### src/rtl/shift_reg_univ_if.sv
// shift_reg_univ_if: control, data and status bundle for the universal shift
// register. The master drives mode/data/burst requests and observes the word
// and handshake; the slave is the register itself.
interface shift_reg_univ_if #(
    parameter int WIDTH = 8,
    parameter int CW    = $clog2(WIDTH + 1)
);
    logic             enable_i;
    logic [1:0]       mode_i;
    logic [WIDTH-1:0] d_i;
    logic             ser_in_r_i;
    logic             ser_in_l_i;
    logic             rotate_i;
    logic             start_i;
    logic [CW-1:0]    count_i;

    logic [WIDTH-1:0] q_o;
    logic             ser_out_r_o;
    logic             ser_out_l_o;
    logic             busy_o;
    logic             done_o;

    modport master (
        output enable_i, mode_i, d_i, ser_in_r_i, ser_in_l_i, rotate_i,
               start_i, count_i,
        input  q_o, ser_out_r_o, ser_out_l_o, busy_o, done_o
    );

    modport slave (
        input  enable_i, mode_i, d_i, ser_in_r_i, ser_in_l_i, rotate_i,
               start_i, count_i,
        output q_o, ser_out_r_o, ser_out_l_o, busy_o, done_o
    );
endinterface

### src/rtl/shift_reg_univ.sv
// shift_reg_univ: WIDTH-bit universal shift register (hold / shift right /
// shift left / parallel load) with an autonomous N-position burst engine and
// a Busy/Done handshake. All state changes on the falling edge of clock_i;
// reset_i is synchronous and active-high.
// Optional feature: define UNIV_SHIFT_ROTATE_EN to let rotate_i turn every
// shift (mode or burst) into a circular shift.
module shift_reg_univ #(
    parameter int WIDTH = 8,
    parameter int CW    = $clog2(WIDTH + 1)
) (
    input  logic               clock_i,
    input  logic               reset_i,
    shift_reg_univ_if.slave    bus
);

    typedef enum logic [1:0] {
        S_IDLE  = 2'b00,
        S_BURST = 2'b01,
        S_DONE  = 2'b10
    } state_e;

    typedef enum logic [1:0] {
        MODE_HOLD = 2'b00,
        MODE_SHR  = 2'b01,
        MODE_SHL  = 2'b10,
        MODE_LOAD = 2'b11
    } mode_e;

    state_e           state_q, state_d;
    logic [WIDTH-1:0] q_q, q_d;
    logic [CW-1:0]    remaining_q, remaining_d;
    logic             dir_left_q, dir_left_d;

    mode_e            mode;
    logic             mode_is_shift;
    logic             rotate_eff;

    assign mode          = mode_e'(bus.mode_i);
    assign mode_is_shift = (mode == MODE_SHR) || (mode == MODE_SHL);

`ifdef UNIV_SHIFT_ROTATE_EN
    assign rotate_eff = bus.rotate_i;
`else
    // Rotate request is accepted on the port but has no effect in this build.
    logic unused_rotate;
    assign unused_rotate = bus.rotate_i;
    assign rotate_eff    = 1'b0;
`endif

    // One-position shift of a word; the entering bit is the serial input on
    // that side, or the bit leaving the other end when rotating.
    function automatic logic [WIDTH-1:0] shift_word(
        input logic [WIDTH-1:0] word,
        input logic             left,
        input logic             ser_r,
        input logic             ser_l,
        input logic             rot
    );
        logic fill;
        if (left) begin
            fill = rot ? word[WIDTH-1] : ser_l;
            return {word[WIDTH-2:0], fill};
        end
        fill = rot ? word[0] : ser_r;
        return {fill, word[WIDTH-1:1]};
    endfunction

    // Next-state: IDLE register operations, burst launch, burst shifting and
    // the single-cycle completion state.
    always_comb begin
        // NOTE: every signal gets a default before the case so that no path
        // leaves it unassigned, which would otherwise infer a latch.
        state_d     = state_q;
        q_d         = q_q;
        remaining_d = remaining_q;
        dir_left_d  = dir_left_q;

        case (state_q)
            S_IDLE: begin
                if (bus.start_i && mode_is_shift) begin
                    // Burst launch: Q untouched on the launch edge.
                    dir_left_d  = (mode == MODE_SHL);
                    remaining_d = bus.count_i;
                    state_d     = (bus.count_i == '0) ? S_DONE : S_BURST;
                end else if (bus.enable_i) begin
                    unique case (mode)
                        MODE_HOLD: q_d = q_q;
                        MODE_SHR:  q_d = shift_word(q_q, 1'b0, bus.ser_in_r_i,
                                                    bus.ser_in_l_i, rotate_eff);
                        MODE_SHL:  q_d = shift_word(q_q, 1'b1, bus.ser_in_r_i,
                                                    bus.ser_in_l_i, rotate_eff);
                        MODE_LOAD: q_d = bus.d_i;
                    endcase
                end
            end

            S_BURST: begin
                // Mode, D, Enable and Start are ignored; serial/rotate inputs live.
                q_d         = shift_word(q_q, dir_left_q, bus.ser_in_r_i,
                                         bus.ser_in_l_i, rotate_eff);
                remaining_d = remaining_q - CW'(1);
                if (remaining_q == CW'(1)) begin
                    state_d = S_DONE;
                end
            end

            S_DONE: begin
                state_d = S_IDLE;
            end

            default: begin
                state_d = S_IDLE;
            end
        endcase
    end

    // State register, falling-edge with synchronous reset that abandons any burst.
    always_ff @(negedge clock_i) begin
        // NOTE: sequential state uses non-blocking assignments so every
        // register samples the pre-edge values of all the others.
        if (reset_i) begin
            state_q     <= S_IDLE;
            q_q         <= '0;
            remaining_q <= '0;
            dir_left_q  <= 1'b0;
        end else begin
            state_q     <= state_d;
            q_q         <= q_d;
            remaining_q <= remaining_d;
            dir_left_q  <= dir_left_d;
        end
    end

    // Outputs come straight from registered state.
    assign bus.q_o         = q_q;
    assign bus.ser_out_r_o = q_q[0];
    assign bus.ser_out_l_o = q_q[WIDTH-1];
    assign bus.busy_o      = (state_q == S_BURST);
    assign bus.done_o      = (state_q == S_DONE);

    // Handshake sanity: Busy and Done are exclusive, Done never lasts two cycles.
    a_busy_done_excl: assert property (
        @(negedge clock_i) disable iff (reset_i) !(bus.busy_o && bus.done_o));
    a_done_single: assert property (
        @(negedge clock_i) disable iff (reset_i) bus.done_o |=> !bus.done_o);

endmodule

### src/flat_wrapper.sv
// flat-port wrapper written by rule: the top's interface ports become plain ports
module shift_reg_univ_flat 
#(
    parameter int WIDTH = 8,
    parameter int CW    = $clog2(WIDTH + 1)
)
  (clock_i, reset_i, bus_enable_i, bus_mode_i, bus_d_i, bus_ser_in_r_i, bus_ser_in_l_i, bus_rotate_i, bus_start_i, bus_count_i, bus_q_o, bus_ser_out_r_o, bus_ser_out_l_o, bus_busy_o, bus_done_o);
  shift_reg_univ_if #(.WIDTH(WIDTH), .CW(CW)) bus_i ();
  input  logic clock_i;
  input  logic reset_i;
  input wire logic [$bits(bus_i.enable_i)-1:0] bus_enable_i;
  input wire logic [$bits(bus_i.mode_i)-1:0] bus_mode_i;
  input wire logic [$bits(bus_i.d_i)-1:0] bus_d_i;
  input wire logic [$bits(bus_i.ser_in_r_i)-1:0] bus_ser_in_r_i;
  input wire logic [$bits(bus_i.ser_in_l_i)-1:0] bus_ser_in_l_i;
  input wire logic [$bits(bus_i.rotate_i)-1:0] bus_rotate_i;
  input wire logic [$bits(bus_i.start_i)-1:0] bus_start_i;
  input wire logic [$bits(bus_i.count_i)-1:0] bus_count_i;
  output wire logic [$bits(bus_i.q_o)-1:0] bus_q_o;
  output wire logic [$bits(bus_i.ser_out_r_o)-1:0] bus_ser_out_r_o;
  output wire logic [$bits(bus_i.ser_out_l_o)-1:0] bus_ser_out_l_o;
  output wire logic [$bits(bus_i.busy_o)-1:0] bus_busy_o;
  output wire logic [$bits(bus_i.done_o)-1:0] bus_done_o;
  assign bus_i.enable_i = bus_enable_i;
  assign bus_i.mode_i = bus_mode_i;
  assign bus_i.d_i = bus_d_i;
  assign bus_i.ser_in_r_i = bus_ser_in_r_i;
  assign bus_i.ser_in_l_i = bus_ser_in_l_i;
  assign bus_i.rotate_i = bus_rotate_i;
  assign bus_i.start_i = bus_start_i;
  assign bus_i.count_i = bus_count_i;
  assign bus_q_o = bus_i.q_o;
  assign bus_ser_out_r_o = bus_i.ser_out_r_o;
  assign bus_ser_out_l_o = bus_i.ser_out_l_o;
  assign bus_busy_o = bus_i.busy_o;
  assign bus_done_o = bus_i.done_o;
  shift_reg_univ #(.WIDTH(WIDTH), .CW(CW)) u_core (.clock_i(clock_i), .reset_i(reset_i), .bus(bus_i));
endmodule
### config.mk
export PLATFORM = sky130hd
export DESIGN_NAME = shift_reg_univ_flat
export DESIGN_NICKNAME = d
export VERILOG_FILES = /design/src/rtl/shift_reg_univ_if.sv /design/src/rtl/shift_reg_univ.sv /design/src/flat_wrapper.sv
export SDC_FILE = /design/constraint.sdc
export NUM_CORES = 1
export LEC_CHECK = 0
export CORE_MARGIN = 2
export CORE_UTILIZATION = 35
export DETAILED_ROUTE_END_ITERATION = 10
export GPL_TIMING_DRIVEN = 0
export HOLD_SLACK_MARGIN = 0.1
export SYNTH_ARGS = -nofsm -noshare
export SYNTH_HDL_FRONTEND = slang
export SYNTH_SLANG_ARGS = --single-unit
### constraint.sdc
create_clock -name clock_i -period 2.9 [get_ports clock_i]
set_input_delay 0.435 -clock clock_i [delete_from_list [all_inputs] [get_ports clock_i]]
set_output_delay 0.435 -clock clock_i [all_outputs]
set_load 0.01 [all_outputs]
**Word level (Yosys, flattened, before mapping)**

Cells that the tools add are included.

- Register bits: 15
- Input port bits: 21
- Output and inout bits: 12
- Logic and storage cells: 45

- $add $sub $neg: 1
- Eq/ne operators: 11
- Muxes and demuxes: 19
- Reductions and logical operators: 10

Operators by type and width:

| operator | number |
|---|---|
| 8-bit 2-to-1 mux | 5 |
| 8-bit one-hot mux with 3 select lines | 1 |
| 8-bit one-hot mux with 2 select lines | 1 |
| 4-bit one-hot mux with 2 select lines | 1 |
| 2-bit == test (second input constant) | 3 |
| 1-bit 2-to-1 mux | 6 |
| 2-bit 2-to-1 mux | 3 |
| 2-bit != test (second input constant) | 3 |
| 2-bit AND reduction | 3 |
| 2-bit by 1-bit == test with 1-bit output (second input constant) | 2 |
| 4-bit by 1-bit == test with 1-bit output (second input constant) | 1 |
| 2-bit logical NOT | 2 |
| 4-bit logical NOT | 1 |
| 4-bit 2-to-1 mux | 1 |
| 2-bit by 1-bit != test with 1-bit output (second input constant) | 2 |
| 2-bit one-hot mux with 2 select lines | 1 |
| 4-bit AND reduction | 1 |
| 4-bit by 1-bit subtractor with 4-bit output (second input constant) | 1 |
| 2-bit nonzero test | 1 |
| 1-bit logical AND | 1 |
| 1-bit logical OR | 1 |

**Depth between registers and ports, before layout**

Gate-level depths: netlist of run 1.

- Depth after elaboration: 10
- Mapped depth: 8
- Depth with buffers taken out: 6

==> results of run 1 <==
layout make-up:
cell class	instances	area, um^2	share of cell area (%)
plain buffers	11	121	5.89
clock buffers	3	22.5	1.09
clock inverters	16	60.1	2.91
inverters	6	28.8	1.40
multi-input cells	99	980	47.5
flip-flops and latches	15	320	15.5
well taps	46	57.6	2.79
repair buffers	51	470	22.8
logic make-up (layout without fill, tap and decap cells):
kind of cell | after synthesis | count (layout) | synth area share, %
AO/OA/AOI/OAI | 53 | 53 | 36.8
AND/OR/NAND/NOR | 30 | 30 | 14.7
buffers and inverters | 21 | 87 | 9.36
flip-flops | 15 | 15 | 24.7
multiplexers | 10 | 10 | 8.23
adder cells (fa/ha/maj) | 6 | 6 | 6.17
metal layers:
layer  track usage, %  vias to the layer above  share of wire (%)
li1                 -                      657                  -
met1             23.1                      629                 43
met2             32.7                       45                 51
met3             5.05                        2                6.1
met4             6.94                        0               0.33
met5                0                        -                  0
power by group through the flow:
stage | Combinational, W | Sequential, W | Clock (W)
after floorplan | 0.000158 | 0.000255 | 0.0000338
after global placement | 0.000251 | 0.000256 | 0.0000338
after detailed placement | 0.000252 | 0.000256 | 0.0000338
after CTS | 0.000299 | 0.000252 | 0.000206
after global routing | 0.000339 | 0.000256 | 0.000241
final | 0.000311 | 0.000254 | 0.000190
registers in the layout, indices dropped and copies added, names as in the netlist:
| signal | count |
|---|---|
| u_core.remaining_q | 4 |
| u_core.bus.q_o | 8 |
| u_core.dir_left_q | 1 |
| u_core.state_q | 2 |
tightest hold or removal path, stage by stage, from the launching register on:
cell,delay (ps)
dfxtp_1,310
o31ai_1,70
a21oi_1,60
placed cells by master (no fill, tap or decap), types with 4 or more instances in the layout:
cell type,instances
o211a_1,8
mux2i_1,10
nor3b_4,4
ha_4,4
buf_6,9
a21oi_1,15
a2111o_1,8
dfxtp_2,7
inv_1,20
clkdlybuf4s50_1,15
dfxtp_1,5
buf_4,18
nor3b_2,4
o21ai_0,7
a2111oi_2,7
dlygate4sd2_1,4
nor2_1,9
stage by stage:
step	std cells	power (W)
after floorplan	135	0.000446
after global placement	212	0.000541
after detailed placement	212	0.000543
after CTS	242	0.000758
after global routing	247	0.000836
final	247	0.000754
synthesized netlist by cell type:
cell type	count
nor4_1	1
o21ai_0	8
nor4b_1	1
clkbuf_1	4
a21oi_1	15
nand2b_4	1
a2111oi_0	1
o211a_1	8
inv_1	6
o221a_2	1
nand3b_1	1
a31oi_1	1
mux2i_1	10
nor3_1	2
ha_1	6
a22o_1	1
nor2b_1	1
nor3b_1	9
buf_1	1
inv_2	1
buf_4	2
buf_2	4
a211oi_1	1
dfxtp_1	15
buf_6	3
a2111o_1	8
and4b_1	1
a21boi_0	1
a2111oi_2	7
o31ai_1	1
nand2_1	3
nor2_1	10
worst max-delay path by stage:
stage | from | end | slack, ps | cells past startpoint
after global placement | bus_mode_i[0] | u_core.bus.q_o[1] | -1030 | 8
final | bus_mode_i[0] | u_core.bus.q_o[3] | -80 | 8
after floorplan | bus_mode_i[0] | u_core.bus.q_o[2] | -260 | 8
after global routing | u_core.state_q[1] | bus_done_o | -120 | 3
after detailed placement | bus_mode_i[0] | u_core.bus.q_o[1] | -1040 | 8
after CTS | u_core.state_q[0] | bus_done_o | -110 | 3
repair_timing:
item | 4_1_cts | 5_1_grt
endpoints found under the setup margin | 27 | 18
gates cloned | 2 | 0
pin swaps | 16 | 7
gates resized for setup | 80 | 18
buffers inserted | 12 | 6
==> flow_summary.yaml, run 1 <==
setup_path:
  worst-path-buf-inv: 3
  rrSetupSlack_ps: 1370
  cp.required_ps: 1710
  critical_path.top_delay_family: "compound AO/OA/AOI/OAI gates"
  worstPathMaxFanout: 8
  r2r_end: "u_core.bus.q_o[4]"
  end_kind: "flop"
  arrival_ps: 1790
  worst-setup-path-type: "input pin to flop"
  crit_chain: "buf_8, clkinvlp_4, ha_4, nand2_4, a31oi_4, buf_6, a2111o_1, a21oi_1"
  rr_worst_depth: 7
  slowest_stage: "a2111o_1"
  r2r-start: "u_core.state_q[1]"
  cpPeakStageDelay_ps: 370
  start_kind: "input pin"
sta:
  skew_ps: 9.06
  maxSlewViolCount: 0
  worstMarginPinSlew_ps: 551
  setup_ws_ps: -83.6
  rsz0062_at_grt: "yes"
  holdWs_ps: 494
  setup_violations: 4
  hold_violations: 0
  slew_headroom_pct: 63.3
  finalSetupTns_ps: -261
yosys:
  avgSynthCellArea_um2: 9.01
  synthTopCellsByArea: "dfxtp_1, a2111oi_2, mux2i_1"
  synth-seq-cells: 15
  yosysWarnings: 0
  synth_top_area_share_pct: 24.7
  synth_largest_area_cell: "dfxtp_1"
  synth_cell_types: 32
  synth_cells: 135
  synth-seq-area-share_pct: 24.7
  syn_area_um2: 1220
  synth_nets: 162
placed_design:
  io_buffers: 31
  placed_cell_area_um2: 1690
  dp_slack_ps: -1040
  globalplace.congestion: 0.774
  dpl.hpwl_um: 2420
power_and_ir_drop:
  clockPowerShare_pct: 25.2
  p_switching_w: 0.000275
  ir_drop_mv: 0.194
  p_per_area_nw_per_um2: 366
  comb_power_share_pct: 41.2
  internal_power_w: 0.000479
  p_sw_share_pct: 36.5
  power_leakage_nw: 0.922
  pwr-share-seq_pct: 33.7
global_route:
  grt_max_degree: 11
  gr-total-overflow: 0
  grtUsageTotal_pct: 19.2
  grt_first_pass_wirelength_um: 6240
  antenna_found_initial: 0
  grt_pass1_vias: 1369
final_layout:
  finalInstanceArea_um2: 2060
  nets: 229
  synthToLayoutAreaGrowth_pct: 69.4
  fillCellCount: 298
  utilization_pct: 61.8
  drive_above_1_share_pct: 39.8
  antenna_cells: 0
routing:
  drcViolationCount: 0
  drt-initial-drc-count: 67
  routed_wl_um: 3630
  first_pass_iters: 4
  routed_via_density: 5.40
  wire_per_inst_um: 14.7
  ant_nets: 0
  vias: 1333
status:
  outcome: "complete, but fails checks"
  violations: "negative setup slack"
clock_network:
  clock_latency_ps: 340
  cts_tree: "yes"
  clock_path_buffers: 2
  clkTransAtPathRegs_ps: 30
  cts_hold_buf: 0
  cts_max_level: 1
  cts_root_buf: "clkbuf_4"
  cts.sinks: 15
  cts_buffers: 3
die:
  pin_count: 33
  fp.dieH_um: 62.9
  dieArea_um2: 3960
  initial_utilization_pct: 36.4
  core_area_um2: 3340
  fp-row-count: 21
  die_w_um: 62.9
min_path:
  hold_path_depth: 2
  min_to: "u_core.remaining_q[3]"
  hold_path.class: "flop to flop"
  worstHoldStart: "u_core.remaining_q[3]"
flow_run:
  cap_viol_max_count: 0
Note: power is estimated with default switching activity, not from simulation.
==> inputs of run 2 (changes only) <==
--- a/config.mk
+++ b/config.mk
@@ -5,11 +5,15 @@
 export SDC_FILE = /design/constraint.sdc
 export NUM_CORES = 1
 export LEC_CHECK = 0
+export CELL_PAD_IN_SITES_DETAIL_PLACEMENT = 0
+export CELL_PAD_IN_SITES_GLOBAL_PLACEMENT = 1
 export CORE_MARGIN = 2
 export CORE_UTILIZATION = 35
+export CTS_CLUSTER_SIZE = 16
 export DETAILED_ROUTE_END_ITERATION = 10
 export GPL_TIMING_DRIVEN = 0
 export HOLD_SLACK_MARGIN = 0.1
+export PLACE_DENSITY_LB_ADDON = 0.1
 export SYNTH_ARGS = -nofsm -noshare
 export SYNTH_HDL_FRONTEND = slang
 export SYNTH_SLANG_ARGS = --single-unit
==> run 2 against run 1 <==
The flow still finishes with violations (negative setup slack). Sequential share of layout area down 0.66 points. Clock skew up 0.59 ps. Combinational power up 9.0%. Final cell count up 1.6%. Global-route usage down 0.61 points. Worst hold slack better by 2.6 ps. Critical endpoint is now u_core.bus.q_o[0]. Largest cell class unchanged. Largest power group unchanged.
==> flow_summary.yaml, run 2 (synthesis gave the netlist of run 1 again) <==
placed_design:
  globalplace.congestion: 0.774
  io_buffers: 31
  placed_cell_area_um2: 1690
  dpl.hpwl_um: 2500
  dp_cells: 212
routing:
  ant_nets: 0
  drt-initial-drc-count: 49
  first_pass_iters: 4
  routed_wl_um: 3740
  routed_via_density: 5.35
  vias: 1343
  drcViolationCount: 0
  wire_per_inst_um: 14.9
power_and_ir_drop:
  comb_power_share_pct: 42.9
  internal_power_w: 0.000495
  p_per_area_nw_per_um2: 367
  clockPowerShare_pct: 25.1
  p_sw_share_pct: 37.4
  ir_drop_mv: 0.282
  p_switching_w: 0.000296
  pwr-share-seq_pct: 31.9
  power_leakage_nw: 0.952
die:
  initial_utilization_pct: 36.4
  fp.dieH_um: 62.9
  pin_count: 33
  fp-row-count: 21
  core_area_um2: 3340
  die_w_um: 62.9
  dieArea_um2: 3960
setup_path:
  rr_worst_depth: 7
  cp.required_ps: 1680
  slowest_stage: "a2111oi_4"
  crit_chain: "buf_8, clkinvlp_4, ha_4, buf_4, o211a_1, a2111oi_4, a2111o_1, a21oi_2"
  worst-path-stages: 8
  worst-setup-path-type: "input pin to flop"
  critical_path.top_delay_family: "compound AO/OA/AOI/OAI gates"
  arrival_ps: 1780
  worstPathMaxFanout: 7
  end_kind: "flop"
  cpPeakStageDelay_ps: 300
  start_kind: "input pin"
  worst-path-buf-inv: 3
sta:
  maxSlewViolCount: 0
  slew_headroom_pct: 66.0
  setup_ws_ps: -99.7
  rsz0062_at_grt: "yes"
  hold_violations: 0
  setup_violations: 8
  skew_ps: 9.66
  worstMarginPinSlew_ps: 510
final_layout:
  finalInstanceArea_um2: 2150
  fillCellCount: 296
  drive_above_1_share_pct: 43.4
  layout_common_cells: "buf_4, inv_1, clkdlybuf4s50_1, a21oi_1"
  largest_reg_flops: 8
  antenna_cells: 0
  synthToLayoutAreaGrowth_pct: 77.0
  final_cells: 251
  layout_commonest_cell: "buf_4"
  nets: 233
global_route:
  gr-total-overflow: 0
  antenna_found_initial: 0
  grt_first_pass_wirelength_um: 5840
  grt_pass1_vias: 1260
  grt_max_degree: 11
  grtUsageTotal_pct: 18.6
clock_network:
  cts_root_buf: "clkbuf_4"
  cts_tree: "yes"
  clock_path_buffers: 2
  cts_buffers: 3
  clkTransAtPathRegs_ps: 30
  cts.sinks: 15
  clock_latency_ps: 360
  cts_max_level: 1
status:
  violations: "negative setup slack"
  outcome: "complete, but fails checks"
min_path:
  hold_path.class: "flop to flop"
  hold_path_depth: 2
flow_run:
  cap_viol_max_count: 0
## run 2: per-layer routing
metal  GRT usage [%]  vias up  wire length, um
met5               0        -                0
met4            8.06        0               43
met3            4.68        5              179
met2            30.2       40             1830
met1            23.2      636             1680
li1                -      662                -
## run 2: area by class of cell
class | count | area (um^2) | share of cell area, %
Clock buffer | 3 | 22.5 | 1.05
Sequential cell | 15 | 320 | 14.9
Tap cell | 46 | 57.6 | 2.67
Multi-Input combinational cell | 99 | 1060 | 49.4
Buffer | 10 | 96.3 | 4.48
Timing Repair Buffer | 56 | 503 | 23.4
Clock inverter | 16 | 60.1 | 2.79
Inverter | 6 | 28.8 | 1.34
## run 2: final timing paths
check	startpoint	endpoint	slack, ps
setup / recovery	bus_mode_i[0]	u_core.bus.q_o[0]	-100
hold / removal	u_core.remaining_q[3]	u_core.remaining_q[3]	500
setup reg to reg	u_core.state_q[1]	u_core.bus.q_o[5]	1330
hold reg to reg	u_core.remaining_q[3]	u_core.remaining_q[3]	500
## run 2: power by group through the flow
| stage | Combinational [W] | Clock (W) | Sequential, W |
|---|---|---|---|
| 6_report | 0.000339 | 0.000199 | 0.000252 |
| 4_1_cts | 0.000326 | 0.000206 | 0.000252 |
| 5_1_grt | 0.000364 | 0.000237 | 0.000255 |
| 3_3_place_gp | 0.000249 | 0.0000338 | 0.000257 |
| 3_5_place_dp | 0.000252 | 0.0000338 | 0.000258 |
| 2_1_floorplan | 0.000158 | 0.0000338 | 0.000255 |
## run 2: what timing repair did
item / 4_1_cts / 5_1_grt
gates resized for setup: 89 / 18
hold buffers: 0 / 0
cloned: 1 / 0
hold endpoints to repair: 0 / 0
endpoints found under the setup margin: 27 / 18
pin swaps: 16 / 8
buffers inserted: 15 / 9
## run 2: metrics by stage
stage / total power (W) / setup WS [ps] / setup TNS, ps / hold slack [ps] / util (%)
after floorplan: 0.000446 / -257 / -1960 / 462 / -
after global placement: 0.000540 / -992 / -12850 / 488 / 50.7
after detailed placement: 0.000544 / -1020 / -13240 / 492 / 50.7
after CTS: 0.000784 / -84.6 / -489 / 499 / 62.7
after global routing: 0.000856 / -120 / -848 / 541 / 64.5
final: 0.000790 / -99.7 / -465 / 496 / 64.5
## run 2: tightest hold or removal path, delay by kind of cell, from the launching register on
family             cells  cell delay (ps)
DFF                    1              310
AOI/OAI and AO/OA      2              130
==> inputs of run 3 (changes only) <==
--- a/config.mk
+++ b/config.mk
@@ -11,7 +11,6 @@
 export CORE_UTILIZATION = 35
 export CTS_CLUSTER_SIZE = 16
 export DETAILED_ROUTE_END_ITERATION = 10
-export GPL_TIMING_DRIVEN = 0
 export HOLD_SLACK_MARGIN = 0.1
 export PLACE_DENSITY_LB_ADDON = 0.1
 export SYNTH_ARGS = -nofsm -noshare
==> run 3 against run 2 <==
The run still ends with negative setup slack left. First-iteration DRC count up 24%. Sequential cell count stayed put. Clock power is 54% higher. Cell area is 6.5% lower. Die area stayed put. Utilization decreased by 4.2 points. Critical path type unchanged. Largest power group unchanged. Highest routed layer unchanged.
==> flow_summary.yaml, run 3 (synthesis gave the netlist of run 1 again) <==
global_route:
  grt_max_degree: 24
  grtUsageTotal_pct: 20.4
  grt_pass1_vias: 1370
  grt_first_pass_wirelength_um: 6450
  gr-total-overflow: 0
  antenna_found_initial: 0
final_layout:
  layout_common_cells: "buf_4, inv_1, clkdlybuf4s50_1, dfxtp_1, a21oi_1"
  largest_reg_flops: 8
  synthToLayoutAreaGrowth_pct: 65.5
  nets: 228
  antenna_cells: 0
  layout_commonest_cell: "buf_4"
  drive_above_1_share_pct: 39.5
  utilization_pct: 60.3
power_and_ir_drop:
  ir_drop_mv: 0.177
  p_sw_share_pct: 35.2
  p_per_area_nw_per_um2: 426
  internal_power_w: 0.000556
  pwr-share-seq_pct: 28.7
  comb_power_share_pct: 35.6
  p_switching_w: 0.000302
  clockPowerShare_pct: 35.7
  power_leakage_nw: 0.908
clock_network:
  cts_root_buf: "clkbuf_4"
  cts_buffers: 3
  clock_path_buffers: 2
  clock_latency_ps: 380
  cts_max_level: 1
  cts_hold_buf: 0
  cts.sinks: 15
  cts_tree: "yes"
  clkTransAtPathRegs_ps: 40
routing:
  ant_nets: 0
  wire_per_inst_um: 15.9
  routed_wl_um: 3920
  first_pass_iters: 4
  drcViolationCount: 0
  drt-initial-drc-count: 61
  routed_via_density: 5.58
  vias: 1373
setup_path:
  r2r-start: "u_core.dir_left_q"
  start_kind: "input pin"
  worstPathMaxFanout: 8
  arrival_ps: 1810
  cp.required_ps: 1750
  rr_worst_depth: 3
  worst-setup-path-type: "input pin to flop"
  startpoint: "bus_mode_i[1]"
  end_kind: "flop"
sta:
  setup_ws_ps: -53.1
  slew_headroom_pct: 63.9
  hold_violations: 0
  maxSlewViolCount: 0
  setup_violations: 5
  skew_ps: 15.8
  worstMarginPinSlew_ps: 541
  rsz0062_at_grt: "yes"
status:
  violations: "negative setup slack"
  outcome: "complete, but fails checks"
min_path:
  hold_path.class: "flop to flop"
  worstHoldStart: "u_core.bus.q_o[0]"
  hold_path_depth: 2
placed_design:
  dp_slack_ps: -935
  globalplace.congestion: 0.796
  dpl.hpwl_um: 2550
  io_buffers: 31
flow_run:
  cap_viol_max_count: 0
die:
  die_w_um: 62.9
  core_area_um2: 3340
  fp-row-count: 21
  initial_utilization_pct: 36.4
  fp.dieH_um: 62.9
  pin_count: 33
  dieArea_um2: 3960
-- run 3: area by class of cell --
class | count | area [um^2]
Clock inverter | 16 | 86.3
Inverter | 6 | 26.3
Clock buffer | 3 | 22.5
Timing Repair Buffer | 60 | 541
Fill cell | 306 | 1320
Tap cell | 46 | 57.6
Multi-Input combinational cell | 100 | 973
Sequential cell | 15 | 307
-- run 3: critical path: stages --
cell       delay [ps]
buf_4             130
buf_6             110
ha_4              180
buf_8             150
nor3b_4           230
a2111oi_4          50
a2111o_1          410
a21oi_2           120
-- run 3: power by group through the flow --
stage          sequential, W  combinational [W]  clock [W]
2_1_floorplan       0.000255           0.000158  0.0000338
3_3_place_gp        0.000248           0.000280  0.0000338
3_5_place_dp        0.000248           0.000284  0.0000338
4_1_cts             0.000245           0.000295   0.000324
5_1_grt             0.000248           0.000332   0.000345
6_report            0.000246           0.000306   0.000306
-- run 3: path summary, 6_finish.rpt --
path	end	slack, ps
min	u_core.bus.q_o[0]	500
max	u_core.bus.q_o[3]	-50
min reg2reg	u_core.bus.q_o[0]	500
max reg2reg	u_core.bus.q_o[7]	1470
-- run 3: per-layer routing --
| layer | global-route usage, % | vias up | wire length (um) | share of wire (%) |
|---|---|---|---|---|
| li1 | - | 656 | - | - |
| met1 | 23.8 | 663 | 1670 | 43 |
| met2 | 32.8 | 46 | 1930 | 49 |
| met3 | 6.85 | 8 | 245 | 6.3 |
| met4 | 11.1 | 0 | 76 | 1.9 |
| met5 | 0 | - | 0 | 0 |
-- run 3: timing repair --
item                                    4_1_cts  5_1_grt
pin swaps                                    18        6
buffers inserted                              5        0
endpoints found under the setup margin       27       18
cloned                                        1        0
resized for setup                            50       18
-- run 3: metrics by stage --
stage | instance area, um^2 | hold slack, ps | total power (W) | cells | TNS, ps
after CTS | 1960 | 499 | 0.000864 | 246 | -17.4
after floorplan | 1330 | 462 | 0.000446 | 135 | -1960
after detailed placement | 1790 | 493 | 0.000566 | 222 | -11870
after global placement | 1790 | 480 | 0.000561 | 222 | -11330
final | 2010 | 500 | 0.000858 | 246 | -84.2
after global routing | 2010 | 521 | 0.000925 | 246 | -472
